## src/rtl/tdm_pkg.sv

```systemverilog
// tdm_pkg: shared types and helpers for the TDM/I2S transmitter.
//   state_e    : slot timer state (IDLE, RUN)
//   sample_t   : sample word at the default sample width
//   bcnt_width : counter width for a counter spanning 0..n-1 (never below 1)
package tdm_pkg;

    typedef enum logic {
        IDLE = 1'b0,
        RUN  = 1'b1
    } state_e;

    localparam int DEFAULT_DW = 24;

    typedef logic [DEFAULT_DW-1:0] sample_t;

    function automatic int bcnt_width(input int n);
        return (n > 1) ? $clog2(n) : 1;
    endfunction

endpackage

```

## src/rtl/tdm_slot_timer.sv

```systemverilog
// tdm_slot_timer: frame and slot timing for tdm_tx.
// Detects sclk edges and the fsync rising edge (both already synchronous to
// clk), runs the IDLE/RUN state with the bit and channel counters, and reports
// a frame sync that arrives before the current frame has finished.
// Ports:
//   clk, rst      : master clock, synchronous active-high reset
//   en            : when low, a frame start is ignored
//   sclk, fsync   : bit clock and frame sync
//   load, load_ch : strobe to load the shift register from channel load_ch
//   fall          : sclk falling-edge strobe (shift strobe)
//   running       : high while a frame is being transmitted
//   frame_err     : one-clk pulse on an early frame sync
module tdm_slot_timer
    import tdm_pkg::*;
#(
    parameter int SLOT_W = 32,
    parameter int NCH    = 8
) (
    input  logic                         clk,
    input  logic                         rst,
    input  logic                         en,
    input  logic                         sclk,
    input  logic                         fsync,
    output logic                         load,
    output logic [bcnt_width(NCH)-1:0]   load_ch,
    output logic                         fall,
    output logic                         running,
    output logic                         frame_err
);

    localparam int BW = bcnt_width(SLOT_W);
    localparam int CW = bcnt_width(NCH);
    localparam logic [BW-1:0] LAST_BIT = BW'(SLOT_W - 1);
    localparam logic [CW-1:0] LAST_CH  = CW'(NCH - 1);

    state_e        state_q, state_d;
    logic [BW-1:0] bcnt_q, bcnt_d;
    logic [CW-1:0] ccnt_q, ccnt_d;
    logic          sclk_q;
    logic          fs_q, fs_d;
    logic          frame_err_q, frame_err_d;
    logic          rise;
    logic          frame_start;

    assign rise        = sclk & ~sclk_q;
    assign fall        = ~sclk & sclk_q;
    // fsync is only meaningful at sclk rising edges, so its history is too.
    assign fs_d        = rise ? fsync : fs_q;
    assign frame_start = rise & fsync & ~fs_q & en;
    assign running     = (state_q == RUN);
    assign frame_err   = frame_err_q;

    // State, counters and edge-detect history.
    always_ff @(posedge clk) begin
        if (rst) begin
            state_q     <= IDLE;
            bcnt_q      <= '0;
            ccnt_q      <= '0;
            sclk_q      <= 1'b0;
            fs_q        <= 1'b0;
            frame_err_q <= 1'b0;
        end else begin
            state_q     <= state_d;
            bcnt_q      <= bcnt_d;
            ccnt_q      <= ccnt_d;
            sclk_q      <= sclk;
            fs_q        <= fs_d;
            frame_err_q <= frame_err_d;
        end
    end

    // Next state: a frame start always wins and restarts at slot 0; otherwise
    // each rise advances the bit counter, rolling into the next slot, and the
    // frame ends after the last bit of the last slot.
    always_comb begin
        state_d     = state_q;
        bcnt_d      = bcnt_q;
        ccnt_d      = ccnt_q;
        load        = 1'b0;
        load_ch     = '0;
        frame_err_d = 1'b0;
        if (frame_start) begin
            if (state_q == RUN && !(ccnt_q == LAST_CH && bcnt_q == LAST_BIT)) begin
                frame_err_d = 1'b1;
            end
            bcnt_d  = '0;
            ccnt_d  = '0;
            load    = 1'b1;
            load_ch = '0;
            state_d = RUN;
        end else if (rise && state_q == RUN) begin
            if (bcnt_q != LAST_BIT) begin
                bcnt_d = bcnt_q + 1'b1;
            end else if (ccnt_q != LAST_CH) begin
                bcnt_d  = '0;
                ccnt_d  = ccnt_q + 1'b1;
                load    = 1'b1;
                load_ch = ccnt_q + 1'b1;
            end else begin
                bcnt_d  = '0;
                ccnt_d  = '0;
                state_d = IDLE;
            end
        end
    end

endmodule

```

## src/rtl/tdm_tx.sv

```systemverilog
// tdm_tx: parametrised TDM/I2S serial transmitter.
// Samples arrive on one AXI-Stream tagged with a slot index and are held one
// per channel until their slot is loaded; each frame serialises NCH slots of
// SLOT_W bits, MSB first, with the I2S one-bit delay after fsync.
// Optional build macro TDM_TX_UNDERRUN_REPEAT_EN: an underrunning slot repeats
// the last sample sent on that channel instead of sending zeros.
// Ports:
//   clk, rst                  : master clock, synchronous active-high reset
//   en                        : transmit enable (gates frame start only)
//   s_axis_tdata/tvalid/tready: sample stream, tid selects the slot
//   s_axis_tid                : destination slot index
//   sclk, fsync               : externally supplied bit clock and frame sync
//   sdo                       : serial data, changes after sclk falling edges
//   underrun                  : one-clk pulse when a slot loads without a sample
//   frame_err                 : one-clk pulse when fsync arrives early
//   tid_err                   : one-clk pulse when a sample with tid >= NCH is taken
module tdm_tx
    import tdm_pkg::*;
#(
    parameter int DW     = 24,
    parameter int SLOT_W = 32,
    parameter int NCH    = 8,
    parameter int TIDW   = 8
) (
    input  logic            clk,
    input  logic            rst,
    input  logic            en,
    input  logic [DW-1:0]   s_axis_tdata,
    input  logic            s_axis_tvalid,
    output logic            s_axis_tready,
    input  logic [TIDW-1:0] s_axis_tid,
    input  logic            sclk,
    input  logic            fsync,
    output logic            sdo,
    output logic            underrun,
    output logic            frame_err,
    output logic            tid_err
);

    localparam int CW = bcnt_width(NCH);

    logic              load;
    logic              fall;
    logic              running;
    logic [CW-1:0]     load_ch;
    logic [CW-1:0]     tid_idx;
    logic              tid_ok;
    logic              accept;

    logic [DW-1:0]     hold_q [NCH];
    logic [DW-1:0]     hold_d [NCH];
    logic [NCH-1:0]    vld_q, vld_d;
    logic [SLOT_W-1:0] shreg_q, shreg_d;
    logic              sdo_q, sdo_d;
    logic              underrun_q, underrun_d;
    logic              tid_err_q, tid_err_d;
`ifdef TDM_TX_UNDERRUN_REPEAT_EN
    logic [DW-1:0]     last_q [NCH];
    logic [DW-1:0]     last_d [NCH];
`endif

    // Left-justify a sample inside a slot, padding the tail with zeros.
    function automatic logic [SLOT_W-1:0] slot_word(input logic [DW-1:0] s);
        logic [SLOT_W-1:0] w;
        w = '0;
        w[SLOT_W-1 -: DW] = s;
        return w;
    endfunction

    tdm_slot_timer #(
        .SLOT_W (SLOT_W),
        .NCH    (NCH)
    ) u_timer (
        .clk       (clk),
        .rst       (rst),
        .en        (en),
        .sclk      (sclk),
        .fsync     (fsync),
        .load      (load),
        .load_ch   (load_ch),
        .fall      (fall),
        .running   (running),
        .frame_err (frame_err)
    );

    assign tid_ok  = (32'(s_axis_tid) < 32'(NCH));
    assign tid_idx = CW'(s_axis_tid);
    // Out-of-range ids are always taken (and discarded) so they cannot stall
    // the stream; the vld lookup is only meaningful when tid_ok.
    assign s_axis_tready = ~tid_ok | ~vld_q[tid_idx];
    assign accept        = s_axis_tvalid & s_axis_tready;

    assign sdo      = sdo_q;
    assign underrun = underrun_q;
    assign tid_err  = tid_err_q;

    // Holding store, shift register and output pulses.
    always_ff @(posedge clk) begin
        if (rst) begin
            for (int i = 0; i < NCH; i++) begin
                hold_q[i] <= '0;
`ifdef TDM_TX_UNDERRUN_REPEAT_EN
                last_q[i] <= '0;
`endif
            end
            vld_q      <= '0;
            shreg_q    <= '0;
            sdo_q      <= 1'b0;
            underrun_q <= 1'b0;
            tid_err_q  <= 1'b0;
        end else begin
            hold_q     <= hold_d;
`ifdef TDM_TX_UNDERRUN_REPEAT_EN
            last_q     <= last_d;
`endif
            vld_q      <= vld_d;
            shreg_q    <= shreg_d;
            sdo_q      <= sdo_d;
            underrun_q <= underrun_d;
            tid_err_q  <= tid_err_d;
        end
    end

    // Slot load is evaluated before the stream write so that a sample for a
    // channel arriving in the very clk its slot loads empty is kept for the
    // next frame rather than being consumed late.
    always_comb begin
        hold_d     = hold_q;
        vld_d      = vld_q;
        shreg_d    = shreg_q;
        sdo_d      = sdo_q;
        underrun_d = 1'b0;
        tid_err_d  = 1'b0;
`ifdef TDM_TX_UNDERRUN_REPEAT_EN
        last_d     = last_q;
`endif

        if (fall) begin
            sdo_d   = shreg_q[SLOT_W-1];
            shreg_d = shreg_q << 1;
        end
        if (!running) begin
            shreg_d = '0;
        end

        if (load) begin
            if (vld_q[load_ch]) begin
                shreg_d        = slot_word(hold_q[load_ch]);
                vld_d[load_ch] = 1'b0;
`ifdef TDM_TX_UNDERRUN_REPEAT_EN
                last_d[load_ch] = hold_q[load_ch];
`endif
            end else begin
                underrun_d = 1'b1;
`ifdef TDM_TX_UNDERRUN_REPEAT_EN
                shreg_d    = slot_word(last_q[load_ch]);
`else
                shreg_d    = '0;
`endif
            end
        end

        if (accept) begin
            if (tid_ok) begin
                hold_d[tid_idx] = s_axis_tdata;
                vld_d[tid_idx]  = 1'b1;
            end else begin
                tid_err_d = 1'b1;
            end
        end
    end

endmodule
```

## config.mk

```make
export PLATFORM = sky130hd
export DESIGN_NAME = tdm_tx
export DESIGN_NICKNAME = d
export VERILOG_FILES = /design/src/rtl/tdm_pkg.sv /design/src/rtl/tdm_slot_timer.sv /design/src/rtl/tdm_tx.sv
export SDC_FILE = /design/constraint.sdc
export NUM_CORES = 1
export LEC_CHECK = 0
export ABC_AREA = 1
export CORE_MARGIN = 10
export CORE_UTILIZATION = 30
export DETAILED_ROUTE_END_ITERATION = 16
export PLACE_DENSITY = 0.48
export SYNTH_ARGS = -nofsm -noshare
export SYNTH_HDL_FRONTEND = slang
export SYNTH_SLANG_ARGS = --single-unit
```

## constraint.sdc

```tcl
create_clock -name clk -period 5.2 [get_ports clk]
set_input_delay 1.04 -clock clk [delete_from_list [all_inputs] [get_ports clk]]
set_output_delay 1.04 -clock clk [all_outputs]
set_load 0.05 [all_outputs]
```

==> After elaboration in Yosys (flattened, before gate mapping) <==
Cells that the tools add are included.
{ "classes": {"eq_ne": 7, "n_reduce_logical": 15, "bitwise_logic": 21, "add_sub_neg": 2, "n_lt_le_gt_ge": 8, "n_mux": 38} }
{ "ops": {"columns": ["cell", "count"], "rows": [
  ["$bwmux 192", 1],
  ["$mux 32", 4],
  ["$bmux 24 s3", 1],
  ["$demux 24 s3", 1],
  ["$mux 24", 3],
  ["$mux 8", 4],
  ["$mux 1", 15],
  ["$mux 3", 4],
  ["$not 1->1", 9],
  ["$and 8x8->8", 1],
  ["$ge 4x4->1 const B", 2],
  ["$lt 3x4->1 const B", 2],
  ["$lt 8x4->1 const B", 1],
  ["$not 3->4", 2],
  ["$not 8->8", 1],
  ["$or 8x8->8", 1],
  ["$reduce_or 2->1", 4],
  ["$and 1x1->1", 6],
  ["$bmux 1 s3", 2],
  ["$demux 1 s3", 2],
  ["$ge 3x1->1 const B", 2],
  ["$logic_and 1x1->1", 6],
  ["$ne 3x3->1 const B", 2],
  ["$add 5x1->5 const B", 1],
  ["other kinds (12)", 14]
]} }
{ "word_totals": {"output_inout_bits": 5, "reg_bits": 247, "elab_cells": 110} }

==> Logic depth before layout (Yosys ltp) <==
Gate-level depths: netlist (run 1).
{ "logic_depth": {"ltp_word": 17, "mapped_depth": 15, "ltp_nobuf": 14} }

==> Modules after synthesis <==
A second synthesis (run 1) with hierarchy kept.
{ "hier_totals": {"cells_unflattened": 1860, "area_unflattened_um2": 11750.0} }
{ "modules_own_cells": {"columns": ["mod", "area_per_inst_um2", "seq_area_each_um2", "instances", "cells_each"], "rows": [
  ["tdm_tx", 11131.9, 4544.4, 1, 1777],
  ["tdm_slot_timer", 618.1, 240.2, 1, 83]
]} }

==> Worst setup path after synthesis (run 1) <==
Ideal clock, no wire load.
{ "synth_path": {"path_kind": "in2out", "start": "input port s_axis_tid[3]", "end": "output port s_axis_tready", "n_path_buf": 0, "path_slack_ns": 2.071, "required_ns": 4.160, "arrival_time_ns": 2.089, "path_stages": 3, "cell_sequence": "nor3_1 > nor3b_2 > nand3_1"} }
{ "synth_via": {"elab_chain_len": 3} }
{ "synth_rtl": {"columns": ["item", "line", "source"], "rows": [
  ["start, declared", "tdm_tx.sv:31", "input logic [TIDW-1:0] s_axis_tid,"],
  ["$lt 8x4->1", "tdm_tx.sv:86", "assign tid_ok = (32'(s_axis_tid) < 32'(NCH));"],
  ["$not 1->1", "tdm_tx.sv:90", "assign s_axis_tready = ~tid_ok | ~vld_q[tid_idx];"],
  ["$or 1x1->1", "tdm_tx.sv:90", null],
  ["end, declared", "tdm_tx.sv:30", "output logic s_axis_tready,"]
]} }
No other way between the ends.

==> Worst setup path in the final report (run 1) <==
{ "layout_path": {"start": "input port s_axis_tid[0]", "end": "output port s_axis_tready"} }
{ "layout_via": {"elab_chain_len": 4} }
{ "layout_rtl": {"columns": ["item", "line"], "rows": [
  ["parallel branches: the longest is 3 deep, another holds $lt 8x4->1", null],
  ["$or 1x1->1 *", "tdm_tx.sv:90"]
]} }
Every way passes the cells marked *. The select of a mux whose other input is x is not followed.

==> reports/qor.txt, run 1 <==
CP bufs+invs - 3
Critical Path AT - 3.06 ns
# IOs - 43
Placement Setup Slack - 1.11 ns
Initial core utilization - 30.4%
Slew Viols, Final - 0
Multi-input logic area - 4660 um2
Number of global-route vias before repair - 8,792
I/O Buffers - 42
Clock H-tree levels - 1
Gp weighted congestion - 0.756
Cell family with most CP delay - buffers and inverters
Root Buffer - clkbuf_16
First-pass GRT wire length - 50.2 mm
Register area share after synthesis - 44.4%
Mapped Nets - 1,543
Yosys warns - 0
Total core area - 35,500 um2
Power Density - 335 nW/um2
Synthesis-stage register bit count - 239
Post-CTS Hold Buffers - 0
Total routed wirelength - 31.2 mm
Kind of critical path - in -> out
Initial antenna violation count - 2
Worst setup SP type - primary input
GRT Overall Usage - 13.9%
Status - finished clean
RSZ-0062 raised after global routing - false
GRT overflow - 0
Post-CTS setup buffers - 0
HP Class - reg -> reg
Die X-Extent - 210 um
Leading cell type in the layout, fill and taps excluded - o21ai_0
Leakage - 0.00421 uW
CP cell instances - clkdlybuf4s50_1 -> inv_2 -> nor2_1 -> o21ai_1 -> nand2_1 -> nand2_1 -> nand3_1 -> clkdlybuf4s50_1
Largest net degree at the start of global routing - 84
Critical path endpoint category - primary output
Num CTS Buffers - 29
First-pass iteration count of the detailed router - 5
F_max - 0.244 GHz
CTS resizes - 0
Vias - 9,413
Die area - 43,900 um2
Max Buffers Root-to-Sink - 3
CP Data Required Time - 4.16 ns
Worst skew pair latency - 0.55 ns
Slowest-stage cell, CP - clkdlybuf4s50_1
Gate Count Post-Synth - 1,501
Post-detail-place hpwl - 18.3 mm
Sequential Area - 4780 um2
Least-Margin Pin Slew - 1.06 ns
Residual DRC count - 0
Post-layout worst setup margin - 1.10 ns
Routed length per placed instance - 15.8 um
Fraction of layout cells with a size suffix above 1 - 6.57%
Slew headroom - 29.2%
# rows - 69
Post-synth cell types - 30
Setup violations, final - 0
# Max-Cap Violations - 0
TritonCTS Sinks - 239
Via density - 4.78
Antenna viol nets, final - 0
Skew final - 0.0206 ns
Final worst path period share - 78.8%
CTS tree - yes
Pwr Total - 4200 uW
Layout Nets - 1,526
Setup TNS - 0 ns
Minimum clock period - 4.10 ns
Synth Cell Area - 10,800 um2
Avg Inst Size Synth - 7.18 um2
P&R area growth vs syn - 16.3%
Crit path max fanout - 9
Fillers - 3,745
Hold WS - 0.443 ns
Reg clk slew, reported paths - 0.05 ns
Critical Path Max Stage Delay - 0.81 ns
Peak VDD IR - 0.000266 V
Die Ht - 210 um
DRT iter0 DRCs - 606
Hold Vio Cnt, Final - 0
Final core occ - 35.3%
Most frequent cells in the layout - o21ai_0 (246), dfxtp_1 (239), a21oi_1 (229)
worst min-delay path, stage by stage, from the launching register on:
cell	delay (ns)
dfxtp_1	0.30
inv_1	0.04
a21oi_1	0.05
routing by layer:
metal | part of all wire (%) | GRT usage, %
met1 | 47 | 17.9
met2 | 47 | 23.5
met3 | 3.7 | 1.72
met4 | 2.4 | 4.47
met5 | 0 | 0
kinds of logic (layout without fill, tap and decap cells):
logic type                 after synthesis  in the layout  synth area share [%]
AOI/OAI and AO/OA                      528            528                  25.8
and+or+nand+nor                        400            400                  16.8
buffers and inverters                  328            333                  12.4
DFF                                    239            239                  44.4
adders and majority gates                4              4                 0.464
xor gates and xnor gates                 2              2                 0.163
other                                    0              2                     0
cells in the mapped netlist, drive strengths merged:
cell type / count / area share, %
clkbuf: 48 / 1.7
o31ai: 2 / 0.14
nand2: 182 / 6.5
nor3: 12 / 0.56
nand4: 8 / 0.46
clkinv: 1 / 0.035
dfxtp: 239 / 44
o21ai: 251 / 12
nand3: 139 / 6.8
a21oi: 229 / 11
nor3b: 1 / 0.12
xor2: 2 / 0.16
buf: 65 / 3.2
nor2: 58 / 2.5
o211ai: 46 / 3.2
ha: 4 / 0.46
inv: 214 / 7.5
final cells by class:
cell class	count	share of cell area, %
tap	461	4.60
clock inverter	14	1.63
sequential	239	38.2
antenna	2	0.0399
multi-input combinational	934	37.2
inverter	215	6.46
timing repair buffer	65	5.23
clock buffer	39	6.73
where the power goes:
part	switching [uW]	total, uW	internal (uW)	leakage (uW)
Combinational	115	173	58.5	0.00176
Sequential	4.69	1850	1840	0.00193
Clock	805	2180	1380	0.000521
Total	924	4200	3280	0.00421
metrics by stage:
step | area (um2) | cells
floorplan | 10800 | 1501
detailed placement | 11500 | 1914
global route | 12500 | 1969
finish | 12500 | 1969
CTS | 12500 | 1967
global placement | 11500 | 1914
final timing paths:
path | startpoint | endpoint | slack, ns | cells past startpoint
worst max-delay path | s_axis_tid[0] | s_axis_tready | 1.10 | 8
worst min-delay path | hold_q[128]$_SDFFE_PP0P_ | hold_q[128]$_SDFFE_PP0P_ | 0.44 | 2
worst max register to register | u_timer.bcnt_q[0]$_SDFFE_PP0N_ | shreg_q[17]$_SDFFE_PP0P_ | 2.18 | 14
worst min register to register | hold_q[128]$_SDFFE_PP0P_ | hold_q[128]$_SDFFE_PP0P_ | 0.44 | 2
state kept, by name, indices dropped and copies added, names as in the netlist:
name and flops:
hold_q 192, sdo 1, shreg_q 24, tid_err 1
u_timer.bcnt_q 5, u_timer.ccnt_q 3, u_timer.frame_err 1, u_timer.fs_q 1
u_timer.running 1, u_timer.sclk_q 1, underrun 1, vld_q 8
Note: power is estimated with default switching activity, not from simulation.
==> run 2, diff against run 1 <==
--- a/config.mk
+++ b/config.mk
@@ -9,7 +9,7 @@
 export CORE_MARGIN = 10
 export CORE_UTILIZATION = 30
 export DETAILED_ROUTE_END_ITERATION = 16
-export PLACE_DENSITY = 0.48
+export PLACE_DENSITY = 0.5
 export SYNTH_ARGS = -nofsm -noshare
 export SYNTH_HDL_FRONTEND = slang
 export SYNTH_SLANG_ARGS = --single-unit
==> constraint.sdc (replaced) <==
create_clock -name clk -period 3.45 [get_ports clk]
set_input_delay 0.69 -clock clk [delete_from_list [all_inputs] [get_ports clk]]
set_output_delay 0.69 -clock clk [all_outputs]
set_load 0.05 [all_outputs]
==> run 2 against run 1 <==
Net effect:
- final area is 0.59% higher
- clock skew up 0.0021 ns
- combinational power rose by 53%
- cell count up 0.20%
- via count is 0.70% higher
- global-route usage shrank 0.052 points
- sequential share of layout area down 0.22 points
- utilization grew 0.21 points
- total power up 43%
- non-clock buffer count rose by 9
- clock-buffer cell count increased by 10
- critical path depth stayed put
- critical path type unchanged
==> reports/qor.txt, run 2 (same netlist as run 1, synthesis figures left out) <==
# rows - 69
Worst hold path startpoint - hold_q[61]$_SDFFE_PP0P_
Die area - 43,900 um2
Critical Path AT - 2.25 ns
CTS tree - yes
Max reg flops - 192
# IOs - 43
CP Data Required Time - 2.76 ns
Post-CTS Hold Buffers - 0
Leading cell type in the layout, fill and taps excluded - o21ai_0
Max Buffers Root-to-Sink - 3
Peak VDD IR - 0.000399 V
P&R area growth vs syn - 17.0%
R2R cell count - 12
Worst setup SP type - primary input
Worst reg2reg endpoint - vld_q[6]$_SDFF_PP0_
Post-detail-place hpwl - 18.3 mm
Initial core utilization - 30.4%
Clock network fraction of total power - 49.2%
Hold EP - hold_q[61]$_SDFFE_PP0P_
Final worst path period share - 85.2%
Routed length per placed instance - 15.7 um
Comb pwr share - 4.4%
First-pass GRT wire length - 50.5 mm
Vias - 9,479
Int Power - 4670 uW
Post-route cell area - 12,600 um2
HP Class - reg -> reg
GRT Overall Usage - 13.8%
Hold Vio Cnt, Final - 0
F_max - 0.340 GHz
Antenna viol nets, final - 0
DP Area - 11,700 um2
First-pass iteration count of the detailed router - 5
Kind of critical path - in -> out
Number of global-route vias before repair - 8,883
RSZ-0062 raised after global routing - false
Slew headroom - 57.6%
Largest net degree at the start of global routing - 90
Die X-Extent - 210 um
Layout Nets - 1,534
Worst skew pair latency - 0.54 ns
R2r startpoint - u_timer.bcnt_q[0]$_SDFFE_PP0N_
Total routed wirelength - 31.0 mm
Residual DRC count - 0
Minimum clock period - 2.94 ns
Critical path endpoint category - primary output
Hold path cells - 2
Top Registers - hold_q (192), shreg_q (24), vld_q (8)
Least-Margin Pin Slew - 0.634 ns
GRT overflow - 0
Final core occ - 35.5%
Number of diodes - 0
# Max-Cap Violations - 0
Setup TNS - 0 ns
Gp weighted congestion - 0.768
Switching Fraction - 22.1%
CTS resizes - 0
Power Density - 475 nW/um2
Slew Viols, Final - 0
Reg power frac - 46.4%
Most frequent cells in the layout - o21ai_0 (246), dfxtp_1 (239), a21oi_1 (229)
Skew final - 0.0228 ns
Status - finished clean
Reg clk slew, reported paths - 0.05 ns
Leakage - 0.00425 uW
I/O Buffers - 42
Initial antenna violation count - 0
Post-CTS setup buffers - 0
CP Launch Point - s_axis_tid[0]
Num CTS Buffers - 28
TritonCTS Sinks - 239
Total core area - 35,500 um2
Fraction of layout cells with a size suffix above 1 - 6.68%
Setup violations, final - 0
Sw Pwr - 1320 uW
R2R Setup Slk - 0.83 ns
Most flops, register - hold_q
DRT iter0 DRCs - 448
Root Buffer - clkbuf_16
Via density - 4.80
Clock H-tree levels - 1
Crit path max fanout - 9
Die Ht - 210 um
run 2: worst max path at each step:
stage	end	slack (ns)
global placement	underrun$_SDFF_PP0_	0.49
global route	s_axis_tready	0.38
finish	s_axis_tready	0.51
floorplan	s_axis_tready	1.02
CTS	s_axis_tready	0.53
detailed placement	shreg_q[14]$_SDFFE_PP0P_	0.48
run 2: cell type report:
type                    instances  area, um2
clock buffers                  49        931
fillers                      3723      22900
flip-flops and latches        239       4780
repair buffers                 74        846
multi-input cells             934       4660
clock inverters                 1       5.00
inverters                     215        810
well taps                     461        577
run 2: critical path: stages:
cell             delay [ns]
clkdlybuf4s50_1        0.59
inv_2                  0.21
nor2_1                 0.06
o21ai_0                0.17
nand2_1                0.07
nand2_1                0.09
nand3_1                0.16
buf_12                 0.19
run 2: power by group through the flow:
stage	Clock [uW]	Combinational (uW)	Sequential, uW
6_report	2950	265	2780
5_1_grt	3130	299	2780
4_1_cts	3020	267	2780
3_5_place_dp	0	266	2840
3_3_place_gp	0	264	2840
2_1_floorplan	0	137	2850
run 2: per-layer routing:
| layer | wire length [um] | GRT usage [%] | vias to the layer above |
|---|---|---|---|
| met5 | 0 | 0 | - |
| met4 | 539 | 3.60 | 0 |
| li1 | - | - | 4957 |
| met1 | 15000 | 18.7 | 4346 |
| met2 | 14300 | 22.7 | 140 |
| met3 | 1080 | 1.63 | 36 |
run 2: metrics by stage:
stage | hold WS [ns] | power, uW | worst slack, ns | std cells
detailed placement | 0.434 | 3110 | 0.478 | 1923
CTS | 0.443 | 6070 | 0.529 | 1973
global placement | 0.430 | 3110 | 0.488 | 1923
global route | 0.457 | 6210 | 0.384 | 1973
floorplan | 0.424 | 2980 | 1.02 | 1501
finish | 0.441 | 5990 | 0.512 | 1973
==> run 3, diff against run 2 <==
--- a/config.mk
+++ b/config.mk
@@ -6,10 +6,11 @@
 export NUM_CORES = 1
 export LEC_CHECK = 0
 export ABC_AREA = 1
+export CAP_MARGIN = 40
 export CORE_MARGIN = 10
 export CORE_UTILIZATION = 30
 export DETAILED_ROUTE_END_ITERATION = 16
-export PLACE_DENSITY = 0.5
+export PLACE_DENSITY = 0.48
 export SYNTH_ARGS = -nofsm -noshare
 export SYNTH_HDL_FRONTEND = slang
 export SYNTH_SLANG_ARGS = --single-unit
==> constraint.sdc (replaced) <==
create_clock -name clk -period 2.9 [get_ports clk]
set_input_delay 0.58 -clock clk [delete_from_list [all_inputs] [get_ports clk]]
set_output_delay 0.58 -clock clk [all_outputs]
set_load 0.05 [all_outputs]
==> run 3 against run 2 <==
Net effect:
- global-route usage up 0.30 points
- sequential power rose by 19%
- utilization rose by 0.43 points
- non-clock buffer count up 12
- die area did not move
- via count barely moved
- first-iteration DRC count grew 17%
- clock skew shrank 0.0092 ns
- setup slack worse by 0.29 ns
- clock-buffer cell count decreased by 8
- critical endpoint unchanged
- largest cell class unchanged
- highest routed layer is now met5
==> reports/qor.txt, run 3 (same netlist as run 1, synthesis figures left out) <==
Initial antenna violation count - 1
Skew final - 0.0136 ns
Reg power frac - 45.9%
Clock network fraction of total power - 49.7%
Worst skew pair latency - 0.54 ns
Minimum clock period - 2.68 ns
Number of diodes - 0
GRT overflow - 0
Routed length per placed instance - 16.0 um
R2R cell count - 14
Worst hold path startpoint - hold_q[125]$_SDFFE_PP0P_
R2r startpoint - u_timer.bcnt_q[0]$_SDFFE_PP0N_
# rows - 69
Die X-Extent - 210 um
Final worst path period share - 92.4%
I/O Buffers - 42
Via density - 4.77
Slew Viols, Final - 0
Status - finished clean
Antenna viol nets, final - 0
Leading cell type in the layout, fill and taps excluded - o21ai_0
Post-route cell area - 12,800 um2
Most frequent cells in the layout - o21ai_0 (246), dfxtp_1 (239), a21oi_1 (229)
# Max-Cap Violations - 0
Layout Nets - 1,546
Critical path endpoint category - primary output
R2R Setup Slk - 0.36 ns
Hold path cells - 2
Top Registers - hold_q (192), shreg_q (24), vld_q (8)
Sequential Area - 4780 um2
Pwr Total - 7210 uW
Setup TNS - 0 ns
DRT iter0 DRCs - 526
Post-detail-place hpwl - 18.8 mm
First-pass iteration count of the detailed router - 5
Worst setup SP type - primary input
Post-CTS setup buffers - 0
Max Buffers Root-to-Sink - 3
Kind of critical path - in -> out
First-pass GRT wire length - 51.4 mm
Largest net degree at the start of global routing - 133
Reg clk slew, reported paths - 0.06 ns
Gp weighted congestion - 0.762
Hold Vio Cnt, Final - 0
Total core area - 35,500 um2
Post-CTS Hold Buffers - 0
Switching Fraction - 22.4%
Peak VDD IR - 0.000407 V
Least-Margin Pin Slew - 0.556 ns
CTS resizes - 0
Die Ht - 210 um
Max reg flops - 192
Die area - 43,900 um2
TritonCTS Sinks - 239
Leakage - 0.00432 uW
P&R area growth vs syn - 18.4%
Number of global-route vias before repair - 8,946
Fillers - 3,699
Critical Path AT - 2.10 ns
Total routed wirelength - 31.7 mm
Hold WS - 0.441 ns
RSZ-0062 raised after global routing - false
Comb pwr share - 4.5%
CTS tree - yes
Worst reg2reg endpoint - shreg_q[11]$_SDFFE_PP0P_
Most flops, register - hold_q
# IOs - 43
CP Data Required Time - 2.32 ns
DP Area - 11,800 um2
Hold EP - hold_q[125]$_SDFFE_PP0P_
Root Buffer - clkbuf_16
Setup violations, final - 0
Crit path max fanout - 9
Vias - 9,474
HP Class - reg -> reg
Int Power - 5600 uW
Num CTS Buffers - 28
Sw Pwr - 1610 uW
GRT Overall Usage - 14.1%
F_max - 0.373 GHz
Slew headroom - 63.0%
Residual DRC count - 0
Final core occ - 36.0%
Fraction of layout cells with a size suffix above 1 - 7.41%
Multi-input logic area - 4660 um2
Clock H-tree levels - 1
Initial core utilization - 30.4%
Power Density - 565 nW/um2
## run 3: cell types whose count changed in the layout (fill, tap and decap cells not counted)
cell       before  now
buf_12         15   20
clkbuf_8       13    4
buf_4          18   25
clkbuf_1        7    8
clkinv_2        1    7
bufinv_16       0    3
## run 3: critical path, stage by stage
cell	delay [ns]
clkdlybuf4s50_1	0.59
inv_2	0.21
nor2_1	0.05
o21ai_0	0.14
nand2_1	0.08
nand2_1	0.09
nand3_1	0.16
buf_12	0.19
## run 3: how the worst max path moves through the flow
stage | start | to | slack, ns | cells past startpoint
CTS | s_axis_tid[0] | s_axis_tready | 0.22 | 8
global placement | sclk | underrun$_SDFF_PP0_ | 0.11 | 12
floorplan | s_axis_tid[3] | s_axis_tready | 0.69 | 3
detailed placement | sclk | shreg_q[11]$_SDFFE_PP0P_ | 0.12 | 13
global route | s_axis_tid[0] | s_axis_tready | 0.06 | 8
finish | s_axis_tid[0] | s_axis_tready | 0.22 | 8
## run 3: per-layer routing
metal  routed length [um]  track usage [%]
met1                15300             18.8
met2                14800             23.7
met3                 1090             1.69
met4                  524             3.30
met5                   13                0
## run 3: stage by stage
stage | cells | setup WS, ns
after floorplan | 1501 | 0.691
after global placement | 1935 | 0.109
after detailed placement | 1935 | 0.118
after CTS | 1986 | 0.216
after global routing | 1986 | 0.0550
final | 1986 | 0.219
## run 3: power groups by stage
| stage | logic, uW | clock network (uW) | registers, uW |
|---|---|---|---|
| after global routing | 362 | 3810 | 3310 |
| after global placement | 322 | 0 | 3380 |
| after floorplan | 164 | 0 | 3390 |
| final | 322 | 3580 | 3310 |
| after CTS | 323 | 3680 | 3310 |
| after detailed placement | 321 | 0 | 3380 |
## run 3: area by class of cell
class	instances	share of cell area [%]
flip-flops and latches	239	37.5
multi-input cells	934	36.5
repair buffers	86	7.82
clock buffers	41	6.35
inverters	215	6.34
well taps	461	4.52
clock inverters	10	0.980
